**config.mk**
```make
export PLATFORM = sky130hd
export DESIGN_NAME = serial_add_arbiter
export DESIGN_NICKNAME = d
export VERILOG_FILES = /design/src/rtl/serial_add_arbiter.sv
export SDC_FILE = /design/constraint.sdc
export NUM_CORES = 1
export LEC_CHECK = 0
export ABC_AREA = 1
export CAP_MARGIN = 20
export CORE_MARGIN = 4
export CORE_UTILIZATION = 31
export DETAILED_ROUTE_END_ITERATION = 6
export GPL_ROUTABILITY_DRIVEN = 1
export MAX_ROUTING_LAYER = met4
export SYNTH_ARGS = -nofsm -noshare
export SYNTH_HDL_FRONTEND = slang
export SYNTH_SLANG_ARGS = --single-unit
```
**constraint.sdc**
```tcl
create_clock -name clk -period 2.72 [get_ports clk]
set_input_delay 0.272 -clock clk [delete_from_list [all_inputs] [get_ports clk]]
set_output_delay 0.272 -clock clk [all_outputs]
set_load 0.01 [all_outputs]
```
**src/rtl/serial_add_arbiter.sv**
```systemverilog
// serial_add_arbiter: two-requester bit-serial adder (ports clk rst req0/a0/b0 req1/a1/b1 -> ack0 ack1 sum cout busy); define SERIAL_ADD_RR_EN for round-robin arbitration, else req0 has fixed priority
module serial_add_arbiter #(
  parameter int WIDTH = 8
) (
  input  logic             clk,
  input  logic             rst,
  input  logic             req0,
  input  logic [WIDTH-1:0] a0,
  input  logic [WIDTH-1:0] b0,
  input  logic             req1,
  input  logic [WIDTH-1:0] a1,
  input  logic [WIDTH-1:0] b1,
  output logic             ack0,
  output logic             ack1,
  output logic [WIDTH-1:0] sum,
  output logic             cout,
  output logic             busy
);
  localparam int CW = $clog2(WIDTH + 1);
  localparam logic [1:0] IDLE = 2'd0;
  localparam logic [1:0] CALC = 2'd1;
  localparam logic [1:0] DONE = 2'd2;
  logic [1:0] state_q, state_d;
  logic [WIDTH-1:0] a_q, a_d, b_q, b_d, sum_q, sum_d;
  logic [CW-1:0] cnt_q, cnt_d;
  logic carry_q, carry_d, cout_q, cout_d, gnt_q, gnt_d;
  logic win, accept, step, last, h1_s, h1_c, h2_c, fs, fc;
  assign h1_s = a_q[0] ^ b_q[0];
  assign h1_c = a_q[0] & b_q[0];
  assign fs   = h1_s ^ carry_q;
  assign h2_c = h1_s & carry_q;
  assign fc   = h1_c | h2_c;
  assign last   = cnt_q == CW'(WIDTH);
  assign accept = (state_q == IDLE) && (req0 || req1);
  assign step   = (state_q == CALC) && !last;
`ifdef SERIAL_ADD_RR_EN
  logic rr_q, rr_d;
  assign win  = (req0 && req1) ? rr_q : !req0;
  assign rr_d = accept ? ~win : rr_q;
  always_ff @(posedge clk)
    rr_q <= rst ? 1'b0 : rr_d;
`else
  assign win = !req0;
`endif
  always_comb begin
    state_d = (state_q == IDLE) ? (accept ? CALC : IDLE) :
              (state_q == CALC) ? (last ? DONE : CALC) : IDLE;
    a_d     = accept ? (win ? a1 : a0) : step ? a_q >> 1 : a_q;
    b_d     = accept ? (win ? b1 : b0) : step ? b_q >> 1 : b_q;
    sum_d   = step ? (sum_q >> 1) | (WIDTH'(fs) << (WIDTH - 1)) : sum_q;
    carry_d = accept ? 1'b0 : step ? fc : carry_q;
    cout_d  = step ? fc : cout_q;
    cnt_d   = accept ? '0 : step ? cnt_q + CW'(1) : cnt_q;
    gnt_d   = accept ? win : gnt_q;
  end
  always_ff @(posedge clk) begin
    if (rst) begin
      state_q <= IDLE;
      a_q     <= '0;
      b_q     <= '0;
      sum_q   <= '0;
      cnt_q   <= '0;
      carry_q <= 1'b0;
      cout_q  <= 1'b0;
      gnt_q   <= 1'b0;
    end else begin
      state_q <= state_d;
      a_q     <= a_d;
      b_q     <= b_d;
      sum_q   <= sum_d;
      cnt_q   <= cnt_d;
      carry_q <= carry_d;
      cout_q  <= cout_d;
      gnt_q   <= gnt_d;
    end
  end
  assign ack0 = (state_q == DONE) && !gnt_q;
  assign ack1 = (state_q == DONE) && gnt_q;
  assign busy = state_q != IDLE;
  assign sum  = sum_q;
  assign cout = cout_q;
endmodule

```
==> flow_metrics.env <==
export IMPL_mostFrequentLayoutCells="nand2_1 (127), clkdlybuf4s50_1 (47), dfxtp_1 (33), nor2_1 (22), a21oi_1 (16)"
export IMPL_first_global_vias=1595
export IMPL_finalWorstSetupSlack_ns=0.833
export IMPL_critical_path_class="reg -> reg"
export IMPL_antenna_cells_inserted=0
export IMPL_reg_area_um2=661
export IMPL_cp_start_kind="register"
export IMPL_status="completed"
export IMPL_leakage_power_total_uw=0.00108
export IMPL_hold_crit_start="a_q[5]$_SDFFE_PP0P_"
export IMPL_post_dp_hpwl_um=3050
export IMPL_drt_iter0_markers=126
export IMPL_cp_required_ns=2.90
export IMPL_port_buffers=47
export IMPL_synthMuxAreaShare_pct=0
export IMPL_final_setup_viol_count=0
export IMPL_detailroute_via_count=1746
export IMPL_worst_case_hold_slack_ns=0.466
export IMPL_grt_setup_unrepaired="no"
export IMPL_grt_antenna_before_repair=0
export IMPL_area_growth_syn_to_layout_pct=34.8
export IMPL_clock_buffers_created_by_tritoncts=5
export IMPL_path_clk_slew_ns=0.07
export IMPL_cts_resized=0
export IMPL_synth_compound_area_share_pct=9.18
export IMPL_grt_start_max_net_pins=21
export IMPL_max_cap_violations=0
export IMPL_gp_routability_congestion=0.791
export IMPL_grt_remaining_overflow=0
export IMPL_combinational_family_with_the_most_area_after_synthesis="simple AND/OR/NAND/NOR gates"
export IMPL_irDropWorstVdd_mv=0.166
export IMPL_floorplan_die_width_um=82.7
export IMPL_setup_tns_ns=0
export IMPL_initial_utilization_pct=32.9
export IMPL_endpoint_kind="register"
export IMPL_placementRows=26
export IMPL_cts_path_max_buffers=2
export IMPL_worst_path_max_fanout=12
export IMPL_numClockSinks=33
export IMPL_clock_insertion_delay_worst_skew_ns=0.28
export IMPL_yosysWarnings=0
export IMPL_crit_path_start="cnt_q[0]$_SDFFE_PP0P_"
export IMPL_root_buffer="clkbuf_8"
export IMPL_drc_errors=0
export IMPL_power_density_cell_area_mw_per_mm2=523
export IMPL_r2r_start="cnt_q[0]$_SDFFE_PP0P_"
export IMPL_multiInputGateArea_um2=910
export IMPL_dp_cells=376
export IMPL_coreArea_mm2=0.00527
export IMPL_synthSimpleGateAreaFrac_pct=40.8
export IMPL_fin_skew_ns=0.00478
export IMPL_report_final_hold_viol_count=0
export IMPL_synth_adder_area_share_pct=2.60
export IMPL_drive_gt1_share_pct=9.24
export IMPL_worst_slew_pin_transition_ns=0.659
export IMPL_grt_first_pass_wirelength_um=7040
export IMPL_number_of_max_slew_violations_in_the_final_report=0
export IMPL_finalCriticalPeriod_ns=1.89
export IMPL_wirelength_um=4170
export IMPL_post_synth_inst_count=266
export IMPL_synth_xor_xnor_area_share_pct=0
export IMPL_drt_first_pass_iters=4
export IMPL_ys_seq_area_share_pct=38.2
export IMPL_ioPinCount=48
export IMPL_finalNonFillerCells=384
export IMPL_hp_class="reg -> reg"
export IMPL_dieHeight_um=82.7
export IMPL_nNetsFinal=352
export IMPL_cts_setup_buffers=0
export IMPL_yosys_cell_types_count=27
export IMPL_total_standard_cell_area_after_synthesis_mm2=0.00173
export IMPL_synth_ff_latch_count=33
export IMPL_max_clock_freq_mhz=530
export IMPL_die_area_mm2=0.00685
export IMPL_arrival_ns=2.06
export IMPL_grt_total_usage_pct=13.6
export IMPL_final_common_cell="nand2_1"
export IMPL_min_period_over_period_pct=69.4
export IMPL_max_slew_margin_pct=56.0
export IMPL_synthesis_area_per_instance_um2=6.51
export IMPL_holdBufCountCts=0
export IMPL_antenna_left=0
export IMPL_syn_num_nets=305
export IMPL_cts_htree_levels=2
export IMPL_routed_via_density=4.55
export IMPL_fillCellCount=581
export IMPL_tritoncts="done"
export IMPL_avgRoutedWirePerCell_um=10.9
export IMPL_place_worst_setup_slack_ns=0.662
worst paths after layout:
| check | cells past startpoint | to | slack [ns] |
|---|---|---|---|
| max | 9 | cnt_q[2]$_SDFFE_PP0P_ | 0.83 |
| min | 2 | a_q[5]$_SDFFE_PP0P_ | 0.47 |
| max reg2reg | 9 | cnt_q[2]$_SDFFE_PP0P_ | 0.83 |
| min reg2reg | 2 | a_q[5]$_SDFFE_PP0P_ | 0.47 |
worst max-delay path, stage by stage, from the launching register on:
cell and delay [ns]:
dfxtp_1 0.39, inv_1 0.08, ha_1 0.22, nand2_1 0.07, nor2_1 0.03, nor2_1 0.49, buf_4 0.30, nand3_1 0.09
nand2_1 0.06, nor2_1 0.04
Yosys cell counts:
cell      number  area share, %
o21ai_1        1           0.29
o21ai_2        4            2.0
o21ai_0        6            1.7
a21oi_2        1           0.51
clkinv_2       1           0.29
fa_1           1            1.2
nand2_2        2           0.72
nor2_1        22            4.8
dfxtp_1       33             38
buf_6          3            2.0
nor2_4         1           0.65
buf_4          4            1.7
buf_8          1           0.87
nor3_1         2           0.58
buf_2          3           0.87
inv_4          1           0.36
ha_1           2            1.4
nand4_1        3            1.1
inv_2          2           0.43
a21oi_1       16            4.6
nor2_2         2           0.72
nand2_1      127             28
inv_1         11            2.4
clkbuf_1       2           0.43
nand3_1       13            3.8
nand3_2        1           0.58
and3_1         1           0.36
cells by family after synthesis:
group,count (synthesis)
simple gates,174
compound gates,28
buf+inv,28
fa+ha+maj,3
flops,33
state kept, by name, indices dropped and copies added, names as in the netlist:
register,cells
cout,1
gnt_q,1
sum,8
carry_q,1
state_q,2
cnt_q,4
a_q,8
b_q,8
through the flow:
| stage | total power (uW) | cell area [um2] | util, % |
|---|---|---|---|
| 4_1_cts | 1230 | 2330 | 44.3 |
| 5_1_grt | 1300 | 2330 | 44.3 |
| 6_report | 1220 | 2330 | 44.3 |
| 3_3_place_gp | 824 | 2230 | 42.4 |
| 3_5_place_dp | 826 | 2230 | 42.4 |
| 2_1_floorplan | 725 | 1730 | - |
report_power, final:
group          leakage, uW  total (uW)  internal, uW  switching (uW)
logic             0.000751         266           129             138
registers         0.000272         547           522            24.5
clock network    0.0000542         407           229             178
area by class of cell:
type	count	share of cell area, %
Sequential cell	33	28.3
Multi-Input combinational cell	205	39.0
Timing Repair Buffer	53	22.1
Inverter	15	2.57
Tap cell	70	3.75
Clock buffer	7	4.13
Clock inverter	1	0.214
routing by layer:
metal	vias to the layer above	global-route usage (%)	share of wire, %
li1	922	-	-
met3	8	2.49	6.4
met1	767	17.4	47
met5	-	-	0
met2	49	21.8	45
met4	0	4.41	1.0
Power figures use the tool's default switching activity.
